`config.mk`:
```
export PLATFORM = sky130hd
export DESIGN_NAME = branch_resolution_queue_flat
export DESIGN_NICKNAME = d
export VERILOG_FILES = /design/src/rtl/branch_resolution_queue_pkg.sv /design/src/rtl/branch_resolution_queue_if.sv /design/src/rtl/branch_resolution_queue_bp_counter_update.sv /design/src/rtl/branch_resolution_queue.sv /design/src/flat_wrapper.sv
export SDC_FILE = /design/constraint.sdc
export NUM_CORES = 1
export LEC_CHECK = 0
export ABC_CLOCK_PERIOD_IN_PS = 9700
export BUFFER_PORTS_ARGS = -buffer_cell sky130_fd_sc_hd__buf_2
export CAP_MARGIN = 25
export CORE_ASPECT_RATIO = 0.6
export CORE_UTILIZATION = 45
export CTS_CLUSTER_SIZE = 24
export DETAILED_ROUTE_END_ITERATION = 12
export PLACE_DENSITY = 0.63
export SLEW_MARGIN = 0
export SYNTH_ARGS = -nofsm -noshare
export SYNTH_HDL_FRONTEND = slang
export SYNTH_SLANG_ARGS = --single-unit
```
`constraint.sdc`:
```
create_clock -name clk -period 9.7 [get_ports clk]
set_clock_uncertainty 0.2 [all_clocks]
set_input_delay 0 -clock clk [delete_from_list [all_inputs] [get_ports clk]]
set_output_delay 0 -clock clk [all_outputs]
set_load 0.005 [all_outputs]
```
`src/rtl/branch_resolution_queue_pkg.sv`:
```
// Shared types and counter encodings for the branch resolution queue.
package branch_resolution_queue_pkg;

    typedef struct packed {
        logic [31:0] pc;
        logic [31:0] target;
        logic [1:0]  outcome;
        logic        hit;
    } bp_entry_t;

    localparam logic [1:0] BP_STRONG_NT = 2'b00;
    localparam logic [1:0] BP_WEAK_NT   = 2'b01;
    localparam logic [1:0] BP_WEAK_T    = 2'b10;
    localparam logic [1:0] BP_STRONG_T  = 2'b11;

endpackage

```
`src/rtl/branch_resolution_queue_if.sv`:
```
// IF-side capture and MEM-side resolve/flush signals of the branch resolution queue.
interface branch_resolution_queue_if;
    logic        if_push;
    logic [31:0] if_pc;
    logic [31:0] if_predicted_target;
    logic [1:0]  if_predicted_outcome;
    logic        if_btb_hit;
    logic        mem_resolve;
    logic [31:0] mem_pc;
    logic        mem_is_branch;
    logic        mem_taken;
    logic [31:0] mem_target;
    logic        if_full;
    logic        mem_head_valid;
    logic [31:0] mem_predicted_pcmux_out;
    logic [1:0]  mem_predicted_branch_outcome;
    logic        mem_BTB_hit;
    logic [1:0]  mem_updated_prediction;
    logic        mem_misprediction;
    logic        flush;
    logic [31:0] redirect_pc;
    logic        order_error;

    modport master (
        output if_push, if_pc, if_predicted_target, if_predicted_outcome, if_btb_hit,
               mem_resolve, mem_pc, mem_is_branch, mem_taken, mem_target,
        input  if_full, mem_head_valid, mem_predicted_pcmux_out, mem_predicted_branch_outcome,
               mem_BTB_hit, mem_updated_prediction, mem_misprediction, flush, redirect_pc,
               order_error
    );

    modport slave (
        input  if_push, if_pc, if_predicted_target, if_predicted_outcome, if_btb_hit,
               mem_resolve, mem_pc, mem_is_branch, mem_taken, mem_target,
        output if_full, mem_head_valid, mem_predicted_pcmux_out, mem_predicted_branch_outcome,
               mem_BTB_hit, mem_updated_prediction, mem_misprediction, flush, redirect_pc,
               order_error
    );
endinterface

```
`src/rtl/branch_resolution_queue_bp_counter_update.sv`:
```
// Next 2-bit predictor counter from the resolved outcome; BTB misses seed a weak state.
module bp_counter_update
    import branch_resolution_queue_pkg::*;
(
    input  logic [1:0] counter,
    input  logic       hit,
    input  logic       is_branch,
    input  logic       taken,
    output logic [1:0] next_counter
);

    always_comb begin
        next_counter = counter;
        if (is_branch) begin
            if (!hit)
                next_counter = taken ? BP_WEAK_T : BP_WEAK_NT;
            else if (taken)
                next_counter = (counter == BP_STRONG_T) ? counter : counter + 2'd1;
            else
                next_counter = (counter == BP_STRONG_NT) ? counter : counter - 2'd1;
        end
    end

endmodule

```
`src/rtl/branch_resolution_queue.sv`:
```
// In-order queue of IF-stage predictions replayed at MEM; detects mispredicts, issues flush/redirect.
// Optional perf counters are built when BRANCH_PERF_EN is defined.
module branch_resolution_queue
    import branch_resolution_queue_pkg::*;
#(
    parameter int DEPTH = 4
) (
    input  logic clk,
    input  logic rst,
    branch_resolution_queue_if.slave bq
`ifdef BRANCH_PERF_EN
    ,
    output logic [31:0] perf_branches,
    output logic [31:0] perf_mispredicts
`endif
);

    localparam int PTR_W = $clog2(DEPTH);
    localparam logic [PTR_W:0] CNT_FULL = (PTR_W+1)'(DEPTH);

    bp_entry_t        entries [DEPTH];
    logic [PTR_W-1:0] wr_ptr, rd_ptr;
    logic [PTR_W:0]   count;
    bp_entry_t        head;
    logic             head_valid, pop, push_ok, mispred;
    logic [1:0]       next_counter;

    assign head_valid = (count != '0);
    assign head       = entries[rd_ptr];
    assign pop        = bq.mem_resolve && head_valid;
    assign push_ok    = bq.if_push && (!bq.if_full || bq.mem_resolve);

    bp_counter_update u_ctr (
        .counter      (head.outcome),
        .hit          (head.hit),
        .is_branch    (bq.mem_is_branch),
        .taken        (bq.mem_taken),
        .next_counter (next_counter)
    );

    always_comb begin
        mispred = 1'b0;
        if (pop) begin
            if (head.hit)
                mispred = (head.outcome[1] != bq.mem_taken) ||
                          (bq.mem_taken && (head.target != bq.mem_target));
            else
                mispred = bq.mem_is_branch && bq.mem_taken;
        end
    end

    // Head view reads zero when empty so stale storage never leaks to MEM.
    assign bq.if_full                      = (count == CNT_FULL);
    assign bq.mem_head_valid               = head_valid;
    assign bq.mem_predicted_pcmux_out      = head_valid ? head.target  : '0;
    assign bq.mem_predicted_branch_outcome = head_valid ? head.outcome : '0;
    assign bq.mem_BTB_hit                  = head_valid && head.hit;
    assign bq.mem_updated_prediction       = head_valid ? next_counter : '0;
    assign bq.mem_misprediction            = mispred;

    // Storage has no reset; validity is tracked solely by count.
    always_ff @(posedge clk) begin
        if (push_ok && !mispred)
            entries[wr_ptr] <= '{pc: bq.if_pc, target: bq.if_predicted_target,
                                 outcome: bq.if_predicted_outcome, hit: bq.if_btb_hit};
    end

    always_ff @(posedge clk) begin
        if (!rst) begin
            wr_ptr         <= '0;
            rd_ptr         <= '0;
            count          <= '0;
            bq.flush       <= 1'b0;
            bq.redirect_pc <= '0;
            bq.order_error <= 1'b0;
        end else begin
            bq.flush <= mispred;
            if (pop && (head.pc != bq.mem_pc))
                bq.order_error <= 1'b1;
            if (mispred) begin
                // Everything younger than the mispredicted branch is wrong-path.
                wr_ptr         <= '0;
                rd_ptr         <= '0;
                count          <= '0;
                bq.redirect_pc <= bq.mem_taken ? bq.mem_target : bq.mem_pc + 32'd4;
            end else begin
                if (push_ok) wr_ptr <= wr_ptr + PTR_W'(1);
                if (pop)     rd_ptr <= rd_ptr + PTR_W'(1);
                case ({push_ok, pop})
                    2'b10:   count <= count + 1'b1;
                    2'b01:   count <= count - 1'b1;
                    default: count <= count;
                endcase
            end
        end
    end

`ifdef BRANCH_PERF_EN
    always_ff @(posedge clk) begin
        if (!rst) begin
            perf_branches    <= '0;
            perf_mispredicts <= '0;
        end else begin
            if (pop && bq.mem_is_branch && (perf_branches != '1))
                perf_branches <= perf_branches + 32'd1;
            if (mispred && (perf_mispredicts != '1))
                perf_mispredicts <= perf_mispredicts + 32'd1;
        end
    end
`endif

endmodule

```
`src/flat_wrapper.sv`:
```
// flat-port wrapper written by rule: the top's interface ports become plain ports
module branch_resolution_queue_flat import branch_resolution_queue_pkg::*;
#(
    parameter int DEPTH = 4
)
  (clk, rst, bq_if_push, bq_if_pc, bq_if_predicted_target, bq_if_predicted_outcome, bq_if_btb_hit, bq_mem_resolve, bq_mem_pc, bq_mem_is_branch, bq_mem_taken, bq_mem_target, bq_if_full, bq_mem_head_valid, bq_mem_predicted_pcmux_out, bq_mem_predicted_branch_outcome, bq_mem_BTB_hit, bq_mem_updated_prediction, bq_mem_misprediction, bq_flush, bq_redirect_pc, bq_order_error);
  branch_resolution_queue_if bq_i ();
  input  logic clk;
  input  logic rst;
  input wire logic [$bits(bq_i.if_push)-1:0] bq_if_push;
  input wire logic [$bits(bq_i.if_pc)-1:0] bq_if_pc;
  input wire logic [$bits(bq_i.if_predicted_target)-1:0] bq_if_predicted_target;
  input wire logic [$bits(bq_i.if_predicted_outcome)-1:0] bq_if_predicted_outcome;
  input wire logic [$bits(bq_i.if_btb_hit)-1:0] bq_if_btb_hit;
  input wire logic [$bits(bq_i.mem_resolve)-1:0] bq_mem_resolve;
  input wire logic [$bits(bq_i.mem_pc)-1:0] bq_mem_pc;
  input wire logic [$bits(bq_i.mem_is_branch)-1:0] bq_mem_is_branch;
  input wire logic [$bits(bq_i.mem_taken)-1:0] bq_mem_taken;
  input wire logic [$bits(bq_i.mem_target)-1:0] bq_mem_target;
  output wire logic [$bits(bq_i.if_full)-1:0] bq_if_full;
  output wire logic [$bits(bq_i.mem_head_valid)-1:0] bq_mem_head_valid;
  output wire logic [$bits(bq_i.mem_predicted_pcmux_out)-1:0] bq_mem_predicted_pcmux_out;
  output wire logic [$bits(bq_i.mem_predicted_branch_outcome)-1:0] bq_mem_predicted_branch_outcome;
  output wire logic [$bits(bq_i.mem_BTB_hit)-1:0] bq_mem_BTB_hit;
  output wire logic [$bits(bq_i.mem_updated_prediction)-1:0] bq_mem_updated_prediction;
  output wire logic [$bits(bq_i.mem_misprediction)-1:0] bq_mem_misprediction;
  output wire logic [$bits(bq_i.flush)-1:0] bq_flush;
  output wire logic [$bits(bq_i.redirect_pc)-1:0] bq_redirect_pc;
  output wire logic [$bits(bq_i.order_error)-1:0] bq_order_error;
  assign bq_i.if_push = bq_if_push;
  assign bq_i.if_pc = bq_if_pc;
  assign bq_i.if_predicted_target = bq_if_predicted_target;
  assign bq_i.if_predicted_outcome = bq_if_predicted_outcome;
  assign bq_i.if_btb_hit = bq_if_btb_hit;
  assign bq_i.mem_resolve = bq_mem_resolve;
  assign bq_i.mem_pc = bq_mem_pc;
  assign bq_i.mem_is_branch = bq_mem_is_branch;
  assign bq_i.mem_taken = bq_mem_taken;
  assign bq_i.mem_target = bq_mem_target;
  assign bq_if_full = bq_i.if_full;
  assign bq_mem_head_valid = bq_i.mem_head_valid;
  assign bq_mem_predicted_pcmux_out = bq_i.mem_predicted_pcmux_out;
  assign bq_mem_predicted_branch_outcome = bq_i.mem_predicted_branch_outcome;
  assign bq_mem_BTB_hit = bq_i.mem_BTB_hit;
  assign bq_mem_updated_prediction = bq_i.mem_updated_prediction;
  assign bq_mem_misprediction = bq_i.mem_misprediction;
  assign bq_flush = bq_i.flush;
  assign bq_redirect_pc = bq_i.redirect_pc;
  assign bq_order_error = bq_i.order_error;
  branch_resolution_queue #(.DEPTH(DEPTH)) u_core (.clk(clk), .rst(rst), .bq(bq_i));
endmodule
```
# Yosys cells after proc, flatten, opt, wreduce, memory -nomap -nowiden
# Memories as Yosys holds them, arrays and structs flattened. A register that Yosys moved wholly into a read port is not among the register bits.
# Index checks and enable logic that the tools add are counted.
[word_totals] mem_bits_rw=268 output_inout_bits=74 in_bits=137 memories=1 reg_bits=41
[classes] n_eq_ne=7 n_reduce_logical=15 mux=17 n_bitwise=1 n_addsub=7
[memory_table] name="u_core.entries" words=4 width=67 rd=1 rd_ports_with_merged_regs=1 wr=1 line="branch_resolution_queue.sv:21" source="bp_entry_t entries [DEPTH];"
[ops] cell="32-bit two-way mux" n=2
[ops] cell="32-bit inequality test" n=2
[ops] cell="32-bit by 3-bit adder with 32-bit output, second input constant" n=1
[ops] cell="2-bit two-way mux" n=10
[ops] cell="1-bit logical AND" n=7
[ops] cell="2-bit by 1-bit adder with 2-bit output, second input constant" n=3
[ops] cell="3-bit one-hot mux with 2 select lines" n=1
[ops] cell="2-bit == test, second input constant" n=2
[ops] cell="1-bit two-way mux" n=4
[ops] cell="3-bit by 1-bit adder with 3-bit output, second input constant" n=1
[ops] cell="3-bit == test, second input constant" n=1
[ops] cell="3-bit nonzero test" n=1
[ops] cell="3-bit by 1-bit subtractor with 3-bit output, second input constant" n=1
[ops] cell="2-bit by 1-bit == test with 1-bit output, second input constant" n=1
[ops] cell="1-bit zero test" n=2
[ops] cell="2-bit zero test" n=1
[ops] cell="1-bit logical OR" n=2
[ops] cell="2-bit nonzero test" n=1
[ops] cell="2-bit OR reduction" n=1
[ops] cell="2-bit by 1-bit subtractor with 2-bit output, second input constant" n=1
[ops] cell="1-bit inequality test" n=1
[ops] cell="1-bit NOT" n=1

# Logic depth before layout (Yosys ltp)
[depth] ltp_word=9 depth_mapped=13 ltp_nobuf=11

# Cells and area by module
# Synthesis repeated with hierarchy kept, for this count alone.
[hier_totals] cells_unflattened=899 area_unflattened_um2=13680.6
[modules_own_cells] mod="branch_resolution_queue" seq_area_each_um2=8908.5 instances=1 area_per_inst_um2=13609.3 cells_each=887
[modules_own_cells] mod="bp_counter_update" seq_area_each_um2=0.0 instances=1 area_per_inst_um2=71.3 cells_each=12

# Worst setup path before layout
# Ideal clock, no wire load.
[synth_path] kind="register -> register" start="register with a tool-made name" end="memory u_core.entries[0][0] in the netlist's numbering (enable)" path_buffers=3 required_time_ns=9.020 stages_incl_launch_ff=10 setup_time_ns=0.480 arrival_ns=5.186 path_slack_ns=3.834 cell_sequence="dfxtp_1 -> buf_6 -> mux4_2 -> xor2_1 -> or4_1 -> a2111o_1 -> o31a_1 -> buf_6 -> buf_8 -> nor3b_2"
[synth_lines] element="end: declaration" line="branch_resolution_queue.sv:21"

==> results by group <==
Run status
  – Status: complete, no violations

Floorplan
  – Die H: 136 um
  – Die area: slightly above 30000 um^2
  – I/O pin count: 211
  – Die X: about 220 um
  – Initial Util: a little under half
  – FP Rows: 48
  – Core Region: ~29000 um^2

Clock network
  – Clock Tree Buf Depth: 3
  – Num CTS Buffers: 29
  – Clock latency at the later pin of the worst-skew pair: 0.55 ns
  – Root buf cell: clkbuf_16
  – H-tree levels: 1
  – CTS tree: built
  – TritonCTS Sinks: slightly above 300
  – Clk pin slew, worst setup/hold paths: about 0.070 ns
  – Post-CTS Resized: 0

Global route
  – First-pass GRT wire length: 54.9 mm
  – Largest net degree at the start of global routing: 68
  – Initial antenna violation count: 0
  – Vias in the first global route: 8938
  – Total grt overflow: 0
  – GR Util All Layers: 24.5%

Hold path
  – Hold Crit Endpoint: u_core.entries[0][22]
  – Worst Min Path Start: bq_if_predicted_target[19]
  – Worst Hold Class: in2reg
  – Hold Path Depth: 2

Power
  – Total Power: 4170 uW
  – PwrDens: around 230 nW/um^2
  – Worst VDD drop: 0.142 mV
  – Leakage power: ~0.0065 uW

STA
  – Achievable clock frequency: 172 MHz
  – Final Max Tran Viols: 0
  – Setup TNS: 0 ns
  – Min Tclk post-route: 5.81 ns
  – Final setup vio count: 0
  – Max_slew headroom: between 20 and 30%
  – Period utilisation layout: 59.9%
  – Fin. Hold Viols: 0
  – RSZ-0062 raised after global routing: no
  – Measured slew at the worst slew-check pin: 1.07 ns

Critical path
  – Cell mode on critical path: buf_4
  – Critical path class: reg2reg
  – Worst EP arrival: 5.77 ns
  – CP startpoint kind: flip-flop
  – Crit path cell chain: buf_4 -> mux4_2 -> xnor2_1 -> nand2_1 -> a2111oi_0 -> nand4_1 -> o31a_2 -> buf_12 -> nor3b_4 -> buf_4
  – CP Capture Type: flip-flop
  – R2R cell count: 10
  – R2r setup slk: 3.89 ns
  – Slowest stage delay, CP: 0.85 ns
  – Critical path peak fanout: 67
  – WP data required: ~9.7 ns
  – Reg2reg end: u_core.entries[1][36]
  – Critical-path cell with the highest stage delay: dfxtp_4

Cells and area
  – # diodes: 0
  – Share of cells above drive strength 1: 26.5%
  – Non-Filler Instances: 1683
  – Synthesis-to-layout area growth: 33.4%
  – Fillers: 2231
  – Footprint of the multi-input gates: around 4200 um^2
  – Seq. cell area: 8920 um^2
  – Final instance area: 17900 um^2
  – Total Nets Final: 1405

Routing
  – DR vias: around 9000
  – DRC Markers: 0
  – Final WL: 37.3 mm
  – Routed Antenna Nets: 0
  – DR vias/cell: 5.44
  – Drt pass-1 iters: 5
  – WL/cell: 22.1 um
  – 1st-iter DRT viols: 910

Place
  – Placed Cells incl. Taps: 1432
  – PortBufs: 210
  – Final Wtd Congestion: 0.890
  – HPWL Detailed: approximately 25 mm
  – Area of placed instances: 14900 um^2

Logic synthesis
  – Mapped Area: about 13000 um^2
  – Cells after synthesis: 852
  – Netlist cell types: 48
  – Most common cell in the netlist: edfxtp_1
  – EDFF count, synth: 268
  – Ys flop type: edfxtp_1
  – Synth top cells by count: edfxtp_1 (268), nand2_1 (63), xnor2_1 (61)
  – Post-Syn Area per Cell: 15.7 um^2
  – Syn_nets: roughly 1000
  – Async set or reset register ratio after synthesis: 0%
  – Synthesized flop and latch total: 311
  – Dominant cell type by area after synthesis: edfxtp_1
  – Share of the synthesized area in the top cell type: 60.0%
  – Share of the yosys chip area belonging to registers: 66.5%
  – Ys Warns: 0
  – Top post-synthesis cells by area: edfxtp_1 (60%), mux4_2 (9.4%), dfxtp_1 (6.4%)

Flow run
  – Max Cap Viol: 0
per-layer routing:
metal  wire length (um)  global-route usage (%)  vias to the layer above
li1                   -                       -                     4099
met1              16500                    36.4                     4530
met2              16500                    37.1                      465
met3               3080                    3.86                       69
met4               1190                    7.82                        0
met5                  0                       0                        -
state kept, by name, indices dropped and copies added (netlist names), named ones only:
signal,flops
u_core.bq.redirect_pc,32
u_core.entries,268
u_core.bq.flush,1
u_core.count,3
u_core.bq.order_error,1
u_core.rd_ptr,2
u_core.wr_ptr,2
cell usage in the layout, fill, tap and decap left out, drive strengths merged, types with 5 or more instances in the layout:
| cell type | instances |
|---|---|
| buf | 224 |
| xnor2 | 61 |
| nand2 | 63 |
| mux4 | 57 |
| ha | 6 |
| and3 | 14 |
| inv | 14 |
| edfxtp | 268 |
| and2 | 27 |
| o21ai | 12 |
| nor2 | 32 |
| o22ai | 30 |
| xor2 | 33 |
| nor3b | 12 |
| bufinv | 5 |
| nor3 | 8 |
| clkbuf | 36 |
| a21oi | 28 |
| clkinv | 11 |
| nand3 | 10 |
| dfxtp | 43 |
| dlygate4sd3 | 197 |
| mux2i | 35 |
| nand4 | 18 |
logic make-up (layout without fill, tap and decap cells):
group           Yosys count  in the layout  synth area share (%)
compound gates           91             91                  4.30
xor+xnor                 94             94                  6.14
fa+ha+maj                 7              7                 0.709
buf+inv                  56            487                  2.16
flops                   311            311                  66.5
mux                      95             95                  12.5
simple gates            198            198                  7.72
how the worst max path moves through the flow:
stage / startpoint / to / slack [ns] / depth (start not counted)
after floorplan: flip-flop / u_core.entries[0][0] / 3.83 / 9
after global placement: flip-flop / u_core.entries[0][58] / 3.99 / 9
after detailed placement: flip-flop / u_core.entries[1][62] / 3.88 / 10
after CTS: flip-flop / u_core.entries[1][36] / 3.88 / 10
after global routing: flip-flop / u_core.entries[1][36] / 3.59 / 10
final: flip-flop / u_core.entries[1][36] / 3.89 / 10
critical path: cells and delay by family (launching register included):
kind / cells / cell delay, ns
muxes: 1 / 0.63
xor gates and xnor gates: 1 / 0.15
buffers and inverters: 3 / 1.75
and+or+nand+nor: 3 / 0.57
DFF: 1 / 0.85
AOI/OAI and AO/OA: 2 / 1.09
power breakdown:
group	internal (uW)	switching (uW)
Clock	711	485
Combinational	592	640
Sequential	1640	103
area by class of cell:
type,instances,share of cell area (%)
sequential,311,49.9
multi-input combinational,485,23.7
timing repair buffer,421,17.8
clock buffer,36,4.44
tap,400,2.80
clock inverter,17,1.16
inverter,13,0.273
metrics by stage:
stage	hold slack, ns	setup slack [ns]	utilization, %
floorplan	-0.101	3.83	-
global placement	0.0205	3.99	51.1
detailed placement	0.0205	3.88	51.3
CTS	0.000391	3.88	61.5
global route	0.0128	3.59	61.6
finish	0.0160	3.89	61.6
timing repair:
action                                 4_1_cts  5_1_grt
endpoints found under the hold margin      310        0
buffers inserted                             0        0
hold buffers                               197        0
Note: power is estimated with default switching activity, not from simulation.
